<file path="config.mk">
export PLATFORM = sky130hd
export DESIGN_NAME = alu_div_issue_ctrl_flat
export DESIGN_NICKNAME = d
export VERILOG_FILES = /design/src/rtl/alu_div_issue_ctrl_if.sv /design/src/rtl/alu_div_issue_ctrl.sv /design/src/flat_wrapper.sv
export SDC_FILE = /design/constraint.sdc
export NUM_CORES = 1
export LEC_CHECK = 0
export CAP_MARGIN = 10
export CORE_MARGIN = 2
export CORE_UTILIZATION = 36
export DETAILED_ROUTE_END_ITERATION = 10
export GPL_TIMING_DRIVEN = 0
export HOLD_SLACK_MARGIN = 0.12
export PLACE_DENSITY = 0.77
export SLEW_MARGIN = 20
export SYNTH_ARGS = -nofsm -noshare
export SYNTH_HDL_FRONTEND = slang
export SYNTH_SLANG_ARGS = --single-unit
</file>
<file path="constraint.sdc">
create_clock -name clk -period 2.5 [get_ports clk]
set_input_delay 0.75 -clock clk [delete_from_list [all_inputs] [get_ports clk]]
set_output_delay 0.75 -clock clk [all_outputs]
set_load 0.05 [all_outputs]
</file>
<file path="src/rtl/alu_div_issue_ctrl_if.sv">
`default_nettype none
// ============================================================================
// Module : alu_div_issue_ctrl_if
// Brief  : Execute, writeback and divider-core handshake bundle for the
//          divide issue controller.
// Rev    : 1.0
// ============================================================================
interface alu_div_issue_ctrl_if #(
  parameter int DATA_WIDTH = 32
);
  logic                  ex_valid;
  logic                  ex_ready;
  logic [1:0]            ex_op;
  logic [DATA_WIDTH-1:0] ex_rs1;
  logic [DATA_WIDTH-1:0] ex_rs2;
  logic [4:0]            ex_rd;
  logic                  flush;
  logic                  stall;
  logic                  wb_valid;
  logic                  wb_ready;
  logic [4:0]            wb_rd;
  logic [DATA_WIDTH-1:0] wb_data;
  logic                  div_req_valid;
  logic                  div_req_ready;
  logic                  div_cancel;
  logic                  div_signed;
  logic [DATA_WIDTH-1:0] div_num1;
  logic [DATA_WIDTH-1:0] div_num2;
  logic                  div_rsp_valid;
  logic                  div_rsp_ready;
  logic [DATA_WIDTH-1:0] div_sq;
  logic [DATA_WIDTH-1:0] div_uq;
  logic [DATA_WIDTH-1:0] div_sr;
  logic [DATA_WIDTH-1:0] div_ur;

  // Controller side
  modport master (
    input  ex_valid, ex_op, ex_rs1, ex_rs2, ex_rd, flush, wb_ready,
           div_req_ready, div_rsp_valid, div_sq, div_uq, div_sr, div_ur,
    output ex_ready, stall, wb_valid, wb_rd, wb_data,
           div_req_valid, div_cancel, div_signed, div_num1, div_num2,
           div_rsp_ready
  );

  // Pipeline / divider-core side
  modport slave (
    output ex_valid, ex_op, ex_rs1, ex_rs2, ex_rd, flush, wb_ready,
           div_req_ready, div_rsp_valid, div_sq, div_uq, div_sr, div_ur,
    input  ex_ready, stall, wb_valid, wb_rd, wb_data,
           div_req_valid, div_cancel, div_signed, div_num1, div_num2,
           div_rsp_ready
  );
endinterface
`default_nettype wire

</file>
<file path="src/rtl/alu_div_issue_ctrl.sv">
`default_nettype none
// ============================================================================
// Module : alu_div_issue_ctrl
// Brief  : Issues DIV/DIVU/REM/REMU to the iterative divider, resolves
//          divide-by-zero and signed overflow locally, hands results to WB.
// Rev    : 1.0
// ============================================================================
module alu_div_issue_ctrl #(
  parameter int DATA_WIDTH = 32
) (
  input  logic                 clk,
  input  logic                 rst_n,
  alu_div_issue_ctrl_if.master bus
);

  typedef enum logic [4:0] {
    S_IDLE  = 5'b00001,
    S_REQ   = 5'b00010,
    S_WAIT  = 5'b00100,
    S_DRAIN = 5'b01000,
    S_DONE  = 5'b10000
  } state_t;

  localparam logic [DATA_WIDTH-1:0] c_all_ones = '1;
  localparam logic [DATA_WIDTH-1:0] c_min_int  = {1'b1, {(DATA_WIDTH-1){1'b0}}};

  state_t                r_state;
  logic [1:0]            r_op;
  logic [DATA_WIDTH-1:0] r_rs1;
  logic [DATA_WIDTH-1:0] r_rs2;
  logic [4:0]            r_rd;
  logic [4:0]            r_wb_rd;
  logic [DATA_WIDTH-1:0] r_wb_data;

  logic                  w_div_zero;
  logic                  w_overflow;
  logic [DATA_WIDTH-1:0] w_rsp_sel;

  assign w_div_zero = (bus.ex_rs2 == '0);
  assign w_overflow = ~bus.ex_op[0] && (bus.ex_rs1 == c_min_int) &&
                      (bus.ex_rs2 == c_all_ones);

  always_comb begin
    w_rsp_sel = '0;
    case (r_op)
      2'b00:   w_rsp_sel = bus.div_sq;
      2'b01:   w_rsp_sel = bus.div_uq;
      2'b10:   w_rsp_sel = bus.div_sr;
      default: w_rsp_sel = bus.div_ur;
    endcase
  end

  assign bus.ex_ready      = (r_state == S_IDLE);
  assign bus.stall         = (bus.ex_valid && (r_state == S_IDLE)) ||
                             (r_state == S_REQ) || (r_state == S_WAIT) ||
                             (r_state == S_DONE);
  assign bus.div_req_valid = (r_state == S_REQ);
  assign bus.div_cancel    = bus.flush;
  assign bus.div_rsp_ready = (r_state == S_WAIT) || (r_state == S_DRAIN);
  assign bus.wb_valid      = (r_state == S_DONE);
  assign bus.wb_rd         = r_wb_rd;
  assign bus.wb_data       = r_wb_data;
  assign bus.div_num1      = r_rs1;
  assign bus.div_num2      = r_rs2;
  assign bus.div_signed    = ~r_op[0];

  always_ff @(posedge clk) begin
    if (!rst_n) begin
      r_state   <= S_IDLE;
      r_op      <= '0;
      r_rs1     <= '0;
      r_rs2     <= '0;
      r_rd      <= '0;
      r_wb_rd   <= '0;
      r_wb_data <= '0;
    end else begin
      case (r_state)
        S_IDLE: begin
          if (bus.ex_valid && !bus.flush) begin
            r_op  <= bus.ex_op;
            r_rs1 <= bus.ex_rs1;
            r_rs2 <= bus.ex_rs2;
            r_rd  <= bus.ex_rd;
            // Writes to x0 have no architectural effect, so skip the divider
            if (bus.ex_rd == 5'd0) begin
              r_state <= S_IDLE;
            end else if (w_div_zero) begin
              r_wb_rd   <= bus.ex_rd;
              r_wb_data <= bus.ex_op[1] ? bus.ex_rs1 : c_all_ones;
              r_state   <= S_DONE;
            end else if (w_overflow) begin
              r_wb_rd   <= bus.ex_rd;
              r_wb_data <= bus.ex_op[1] ? '0 : c_min_int;
              r_state   <= S_DONE;
            end else begin
              r_state <= S_REQ;
            end
          end
        end
        S_REQ: begin
          if (bus.flush) begin
            r_state <= S_IDLE;
          end else if (bus.div_req_ready) begin
            r_state <= S_WAIT;
          end
        end
        S_WAIT: begin
          if (bus.div_rsp_valid) begin
            if (bus.flush) begin
              r_state <= S_IDLE;
            end else begin
              r_wb_rd   <= r_rd;
              r_wb_data <= w_rsp_sel;
              r_state   <= S_DONE;
            end
          end else if (bus.flush) begin
            // Divider still owes us a response; swallow it before reissuing
            r_state <= S_DRAIN;
          end
        end
        S_DRAIN: begin
          if (bus.div_rsp_valid) begin
            r_state <= S_IDLE;
          end
        end
        S_DONE: begin
          if (bus.flush || bus.wb_ready) begin
            r_state <= S_IDLE;
          end
        end
        default: r_state <= S_IDLE;
      endcase
    end
  end

endmodule
`default_nettype wire

</file>
<file path="src/flat_wrapper.sv">
// flat-port wrapper written by rule: the top's interface ports become plain ports
module alu_div_issue_ctrl_flat 
#(
  parameter int DATA_WIDTH = 32
)
  (clk, rst_n, bus_ex_valid, bus_ex_op, bus_ex_rs1, bus_ex_rs2, bus_ex_rd, bus_flush, bus_wb_ready, bus_div_req_ready, bus_div_rsp_valid, bus_div_sq, bus_div_uq, bus_div_sr, bus_div_ur, bus_ex_ready, bus_stall, bus_wb_valid, bus_wb_rd, bus_wb_data, bus_div_req_valid, bus_div_cancel, bus_div_signed, bus_div_num1, bus_div_num2, bus_div_rsp_ready);
  alu_div_issue_ctrl_if #(.DATA_WIDTH(DATA_WIDTH)) bus_i ();
  input  logic clk;
  input  logic rst_n;
  input wire logic [$bits(bus_i.ex_valid)-1:0] bus_ex_valid;
  input wire logic [$bits(bus_i.ex_op)-1:0] bus_ex_op;
  input wire logic [$bits(bus_i.ex_rs1)-1:0] bus_ex_rs1;
  input wire logic [$bits(bus_i.ex_rs2)-1:0] bus_ex_rs2;
  input wire logic [$bits(bus_i.ex_rd)-1:0] bus_ex_rd;
  input wire logic [$bits(bus_i.flush)-1:0] bus_flush;
  input wire logic [$bits(bus_i.wb_ready)-1:0] bus_wb_ready;
  input wire logic [$bits(bus_i.div_req_ready)-1:0] bus_div_req_ready;
  input wire logic [$bits(bus_i.div_rsp_valid)-1:0] bus_div_rsp_valid;
  input wire logic [$bits(bus_i.div_sq)-1:0] bus_div_sq;
  input wire logic [$bits(bus_i.div_uq)-1:0] bus_div_uq;
  input wire logic [$bits(bus_i.div_sr)-1:0] bus_div_sr;
  input wire logic [$bits(bus_i.div_ur)-1:0] bus_div_ur;
  output wire logic [$bits(bus_i.ex_ready)-1:0] bus_ex_ready;
  output wire logic [$bits(bus_i.stall)-1:0] bus_stall;
  output wire logic [$bits(bus_i.wb_valid)-1:0] bus_wb_valid;
  output wire logic [$bits(bus_i.wb_rd)-1:0] bus_wb_rd;
  output wire logic [$bits(bus_i.wb_data)-1:0] bus_wb_data;
  output wire logic [$bits(bus_i.div_req_valid)-1:0] bus_div_req_valid;
  output wire logic [$bits(bus_i.div_cancel)-1:0] bus_div_cancel;
  output wire logic [$bits(bus_i.div_signed)-1:0] bus_div_signed;
  output wire logic [$bits(bus_i.div_num1)-1:0] bus_div_num1;
  output wire logic [$bits(bus_i.div_num2)-1:0] bus_div_num2;
  output wire logic [$bits(bus_i.div_rsp_ready)-1:0] bus_div_rsp_ready;
  assign bus_i.ex_valid = bus_ex_valid;
  assign bus_i.ex_op = bus_ex_op;
  assign bus_i.ex_rs1 = bus_ex_rs1;
  assign bus_i.ex_rs2 = bus_ex_rs2;
  assign bus_i.ex_rd = bus_ex_rd;
  assign bus_i.flush = bus_flush;
  assign bus_i.wb_ready = bus_wb_ready;
  assign bus_i.div_req_ready = bus_div_req_ready;
  assign bus_i.div_rsp_valid = bus_div_rsp_valid;
  assign bus_i.div_sq = bus_div_sq;
  assign bus_i.div_uq = bus_div_uq;
  assign bus_i.div_sr = bus_div_sr;
  assign bus_i.div_ur = bus_div_ur;
  assign bus_ex_ready = bus_i.ex_ready;
  assign bus_stall = bus_i.stall;
  assign bus_wb_valid = bus_i.wb_valid;
  assign bus_wb_rd = bus_i.wb_rd;
  assign bus_wb_data = bus_i.wb_data;
  assign bus_div_req_valid = bus_i.div_req_valid;
  assign bus_div_cancel = bus_i.div_cancel;
  assign bus_div_signed = bus_i.div_signed;
  assign bus_div_num1 = bus_i.div_num1;
  assign bus_div_num2 = bus_i.div_num2;
  assign bus_div_rsp_ready = bus_i.div_rsp_ready;
  alu_div_issue_ctrl #(.DATA_WIDTH(DATA_WIDTH)) u_core (.clk(clk), .rst_n(rst_n), .bus(bus_i));
endmodule
</file>
# Word level (Yosys, flattened, before mapping)
# Index checks and enable logic that the tools add are counted.
dict set report totals {
  regBits 113
  wordCells 73
}
dict set report classes {
  n_eq_ne 18
  n_mux 29
  n_reduce_logical 17
  n_bitwise 2
}
# op n
set op_table {}
lappend op_table {{$mux 32} 8}
lappend op_table {{$pmux 32 s3} 1}
lappend op_table {{$mux 5} 17}
lappend op_table {{$eq 32x32->1 const B} 2}
lappend op_table {{$pmux 32 s2} 1}
lappend op_table {{$logic_not 32->1} 1}
lappend op_table {{$pmux 5 s5} 1}
lappend op_table {{$pmux 5 s2} 1}
lappend op_table {{$ne 2x2->1 const B} 4}
lappend op_table {{$ne 3x3->1 const B} 2}
lappend op_table {{$reduce_and 6->1} 1}
lappend op_table {{$eq 5x1->1 const B} 1}
lappend op_table {{$eq 5x2->1 const B} 1}
lappend op_table {{$eq 5x3->1 const B} 1}
lappend op_table {{$eq 5x4->1 const B} 1}
lappend op_table {{$eq 5x5->1 const B} 1}
lappend op_table {{$logic_not 5->1} 1}
lappend op_table {{$logic_or 1x1->1} 5}
lappend op_table {{$reduce_and 5->1} 1}
lappend op_table {{$logic_and 1x1->1} 4}
lappend op_table {{$ne 2x1->1 const B} 2}
lappend op_table {{$ne 3x1->1 const B} 1}
lappend op_table {{$eq 2x1->1 const B} 1}
lappend op_table {{$eq 2x2->1 const B} 1}
lappend op_table {{other kinds (5)} 6}

# Depth between registers and ports, before layout
dict set report depth {
  word_depth 8
  ltp_mapped 9
  ltp_nobuf 6
}

# Worst setup path after synthesis
# OpenSTA, ideal clock, no wires.
dict set report synth_path {
  path_kind {input to register}
  from {in bus_ex_rs1[0]}
  to {reg u_core.r_wb_data[10] (netlist: u_core.bus.wb_data[10])}
  stages 8
  setup_slack_ns -0.178
  setup_ns 0.122
  t_arrival_ns 2.556
  cell_sequence {or4_1 -> nor4_1 -> nand4_1 -> nor4_4 -> or2_1 -> buf_4 -> buf_4 -> o21ai_1}
}
dict set report synth_between {
  elab_chain_cells 5
}
# item line
set synth_lines {}
lappend synth_lines {{from (decl)} flat_wrapper.sv:12} ;# input wire logic [$bits(bus_i.ex_rs1)-1:0] bus_ex_rs1;
lappend synth_lines {{$eq 32x32->1} alu_div_issue_ctrl.sv:40} ;# assign w_overflow = ~bus.ex_op[0] && (bus.ex_rs1 == c_min_int) &&
lappend synth_lines {{$logic_and 1x1->1 (2 in a row)} alu_div_issue_ctrl.sv:40}
lappend synth_lines {{$ne 3x1->1 (no source line)} --}
lappend synth_lines {{$reduce_and 6->1 (no source line)} --}
lappend synth_lines {{to (signal assigned)} alu_div_issue_ctrl.sv:89} ;# r_wb_data <= bus.ex_op[1] ? bus.ex_rs1 : c_all_ones;
lappend synth_lines {{to (signal assigned)} alu_div_issue_ctrl.sv:93} ;# r_wb_data <= bus.ex_op[1] ? '0 : c_min_int;
lappend synth_lines {{to (signal assigned)} alu_div_issue_ctrl.sv:113} ;# r_wb_data <= w_rsp_sel;
lappend synth_lines {{to (decl)} alu_div_issue_ctrl.sv:33} ;# logic [DATA_WIDTH-1:0] r_wb_data;
# No other way between the ends.
# A chain may end at the register's enable or synchronous reset.

# Worst setup path after layout
dict set report layout_path {
  from {in bus_ex_rs1[26]}
  to {reg u_core.r_wb_data[31] (netlist: u_core.bus.wb_data[31])}
}
# Same word-level chain as after synthesis.

==> results.md <==
- Result of the run: finished, violations left
- Violations in the final reports: negative setup slack
- Upper clock frequency limit: 385 MHz
- Antenna fix cells: 0
- Total detailed-routing wirelength: 26800 µm
- Mapped Avg Cell Area: 8.33 µm²
- Antenna violations before repair: 0
- Number of global-route vias before repair: 7013
- Effective utilization at floorplan: 0.372
- End point of the critical path: u_core.bus.wb_data[31]$_SDFFE_PN0P_
- Primary FF master, synth: dfxtp_1
- Root cell of the clock tree: clkbuf_16
- Top-level port count: 314
- Buffers from clock root to sink, at most: 2
- Min setup slack post-route: -94.4 ps
- Endpoint kind of the worst setup timing path: flop
- Worst Reg-to-Reg Cells: 11
- Fraction of layout instances using a drive strength above 1: 0.163
- Static leakage power: 3.87 nW
- Proportion of register bits with asynchronous set or reset after synthesis: 0
- Aggregate global-route resource usage: 0.297
- Endpoint of the worst-slack reg-to-reg timing path: u_core.bus.wb_rd[4]$_SDFFE_PN0P_
- Hold violation total from the final report: 0
- Detail-routed via count per cell: 5.41
- Max-Cap Viols: 0
- Count of buffers from port buffering: 311
- Power per standard cell area: 602 mW/mm²
- Number of warnings printed during yosys synthesis: 0
- Number of max-slew violations in the final report: 0
- HPWL reported at the end of detailed placement: 20400 µm
- Fin cells: 1296
- WHS Path Cells: 2
- Number of register bits inferred by synthesis: 113
- Total grt overflow: 0
- Tcrit/Tclk final: 1.04
- Worst Path Required: 2850 ps
- Transition time of the tightest slew-check pin: 798 ps
- Detailed router's first-iteration violation count: 736
- Routed vias: 7005
- Chip width: 133 µm
- TritonCTS clock tree: built
- Number of buffers created by CTS: 17
- Source of the critical timing path: bus_ex_rs1[26]
- Largest fanout on the critical path: 5
- Area growth from synthesis to layout: 76.1%
- Setup violators final: 38
- Critical path arrival: 2940 ps
- Number of cells produced by synthesis: 714
- Sequential-to-total area share from yosys stat: 0.380
- Number of nets in the layout: 1273
- Hold Path Class: reg -> reg
- Antenna Violating Nets Remaining: 0
- Core footprint: 0.0160 mm²
- Row Count: 46
- Sink Count: 113
- Synthesized net count: 920
- Syn Std Cell Area: 0.00595 mm²
- Total die area: 0.0176 mm²
- Post-Route Skew: 8.04 ps
- Launch instance of the worst min-delay path: u_core.bus.wb_data[23]$_SDFFE_PN0P_
- Pin count of the biggest net entering global routing: 17
- Unique cell type count in the Yosys netlist: 38
- Routed wire length per instance: 20.7 µm
- Startpoint type of the worst setup path: input port
- Final weighted congestion in routability-driven placement: 0.846
- Die height: 133 µm
- Number of enable flip-flop cells after synthesis: 0
- Count of H-tree levels built during CTS: 4
- Setup slack of the worst register-to-register path: 130 ps
- Startpoint of the most critical register-to-register path: u_core.r_state[2]$_SDFFE_PN0P_
- Clock slew seen by the registers of the worst setup and hold paths: 60 ps
- Category of the critical setup timing path: in -> reg
- Relative slew margins: 0.468
- Minimum hold slack: 452 ps
- Final standard cell utilization of the core: 0.654
- Final routed DRC violation total: 0
- Wire length of the first global-routing pass: 40000 µm
- Iteration count of the initial detailed-routing pass: 5
- Summed negative setup slack over all endpoints: -1620 ps
- Total placed cells including tap cells: 1241
- Max rail drop VDD: 470 µV
- Worst skew pair latency: 420 ps
- Final worst path period need: 2590 ps
- Setup repair after global routing missed its margin: true
-- synthesized netlist by cell type (all sizes together), types with 3 or more instances --
cell type | instances | area, µm²
o211ai | 34 | 255
dfxtp | 113 | 2260
o21ai | 101 | 505
nor3 | 4 | 20.0
nand4b | 3 | 26.3
clkbuf | 49 | 184
a21boi | 71 | 533
inv | 6 | 22.5
nor4 | 15 | 109
or4 | 4 | 30.0
a32oi | 3 | 26.3
nand2 | 210 | 788
o211a | 6 | 60.1
nand3 | 3 | 15.0
buf | 17 | 88.8
nand4 | 11 | 68.8
nor2 | 7 | 26.3
mux4 | 32 | 721
or2 | 3 | 18.8
mux2i | 6 | 60.1
-- sequential cells by signal, indices dropped and copies added (netlist names) --
signal / count
u_core.bus.div_num2: 32
u_core.bus.div_num1: 32
u_core.r_rd: 5
u_core.bus.wb_data: 32
u_core.r_state: 5
u_core.r_op: 2
u_core.bus.wb_rd: 5
-- cell type report --
type / count / area (µm²)
Clock inverter: 13 / 184
Sequential cell: 113 / 2270
Buffer: 63 / 310
Fill cell: 1387 / 5530
Tap cell: 216 / 270
Clock buffer: 19 / 453
Inverter: 6 / 22.5
Multi-Input combinational cell: 529 / 3660
Timing Repair Buffer: 337 / 3310
-- routing by layer --
| layer | wire, µm | vias up | track usage |
|---|---|---|---|
| li1 | - | 3269 | - |
| met1 | 11300 | 3352 | 0.372 |
| met2 | 13000 | 341 | 0.496 |
| met3 | 2000 | 43 | 0.0747 |
| met4 | 590 | 0 | 0.103 |
| met5 | 0 | - | 0 |
-- worst min path at each step --
stage	end	slack, ps
floorplan	u_core.r_rd[0]$_SDFFE_PN0P_	440
global placement	u_core.bus.wb_data[11]$_SDFFE_PN0P_	440
detailed placement	u_core.bus.wb_data[14]$_SDFFE_PN0P_	440
CTS	u_core.bus.wb_data[9]$_SDFFE_PN0P_	450
global route	u_core.bus.wb_data[29]$_SDFFE_PN0P_	470
finish	u_core.bus.wb_data[23]$_SDFFE_PN0P_	450
-- worst max-delay path: stages --
cell,delay (ps)
clkdlybuf4s15_2,220
or4_4,460
nor4_4,210
nand4_1,230
nor4_4,330
buf_4,170
or2_4,140
buf_8,150
buf_6,100
mux2i_1,180
-- kinds of logic after synthesis --
kind of cell / synth area share
AO/OA/AOI/OAI: 0.241
XOR/XNOR: 0.00147
buffers and inverters: 0.0497
flip-flops: 0.380
multiplexers: 0.131
AND/OR/NAND/NOR: 0.196
-- placed cells by master (no fill, tap or decap), types with 4 or more instances in the layout --
master and count:
nand4_1 11, nor4_2 7, buf_1 6, dlymetal6s2s_1 12, buf_4 21, a21boi_0 71
clkbuf_2 5, nand2_1 208, o211a_1 6, o21ai_1 14, o21ai_0 71, bufinv_16 4
buf_6 13, inv_1 6, dfxtp_1 109, nor4_4 6, o211ai_1 34, mux2i_1 6
mux4_2 32, buf_2 13, clkbuf_1 42, clkbuf_16 17, dlygate4sd2_1 23, o21ai_2 16
nor2_1 4, dfxtp_2 4, clkdlybuf4s50_1 255
-- power by group --
part	internal, mW	leakage, nW	switching [mW]
clock	1.72	0.305	0.903
combinational	0.749	2.65	0.957
sequential	1.91	0.919	0.0702
total	4.37	3.87	1.93
-- through the flow --
stage | area (µm²) | setup slack [ps] | power (mW)
final | 10500 | -94.4 | 6.30
after global routing | 10500 | -190 | 6.49
after CTS | 10300 | -140 | 6.24
after detailed placement | 9340 | -1410 | 3.57
after global placement | 9340 | -1420 | 3.56
after floorplan | 5960 | -171 | 2.83
-- repair_timing --
| action | in CTS | in global routing |
|---|---|---|
| hold buffers | 0 | 0 |
| pin swaps | 41 | 24 |
| gates cloned | 4 | 0 |
| setup buffers | 15 | 8 |
| resized for setup | 175 | 57 |
| setup endpoints to repair | 70 | 41 |
No activity file was read; power rests on OpenSTA's default activity.
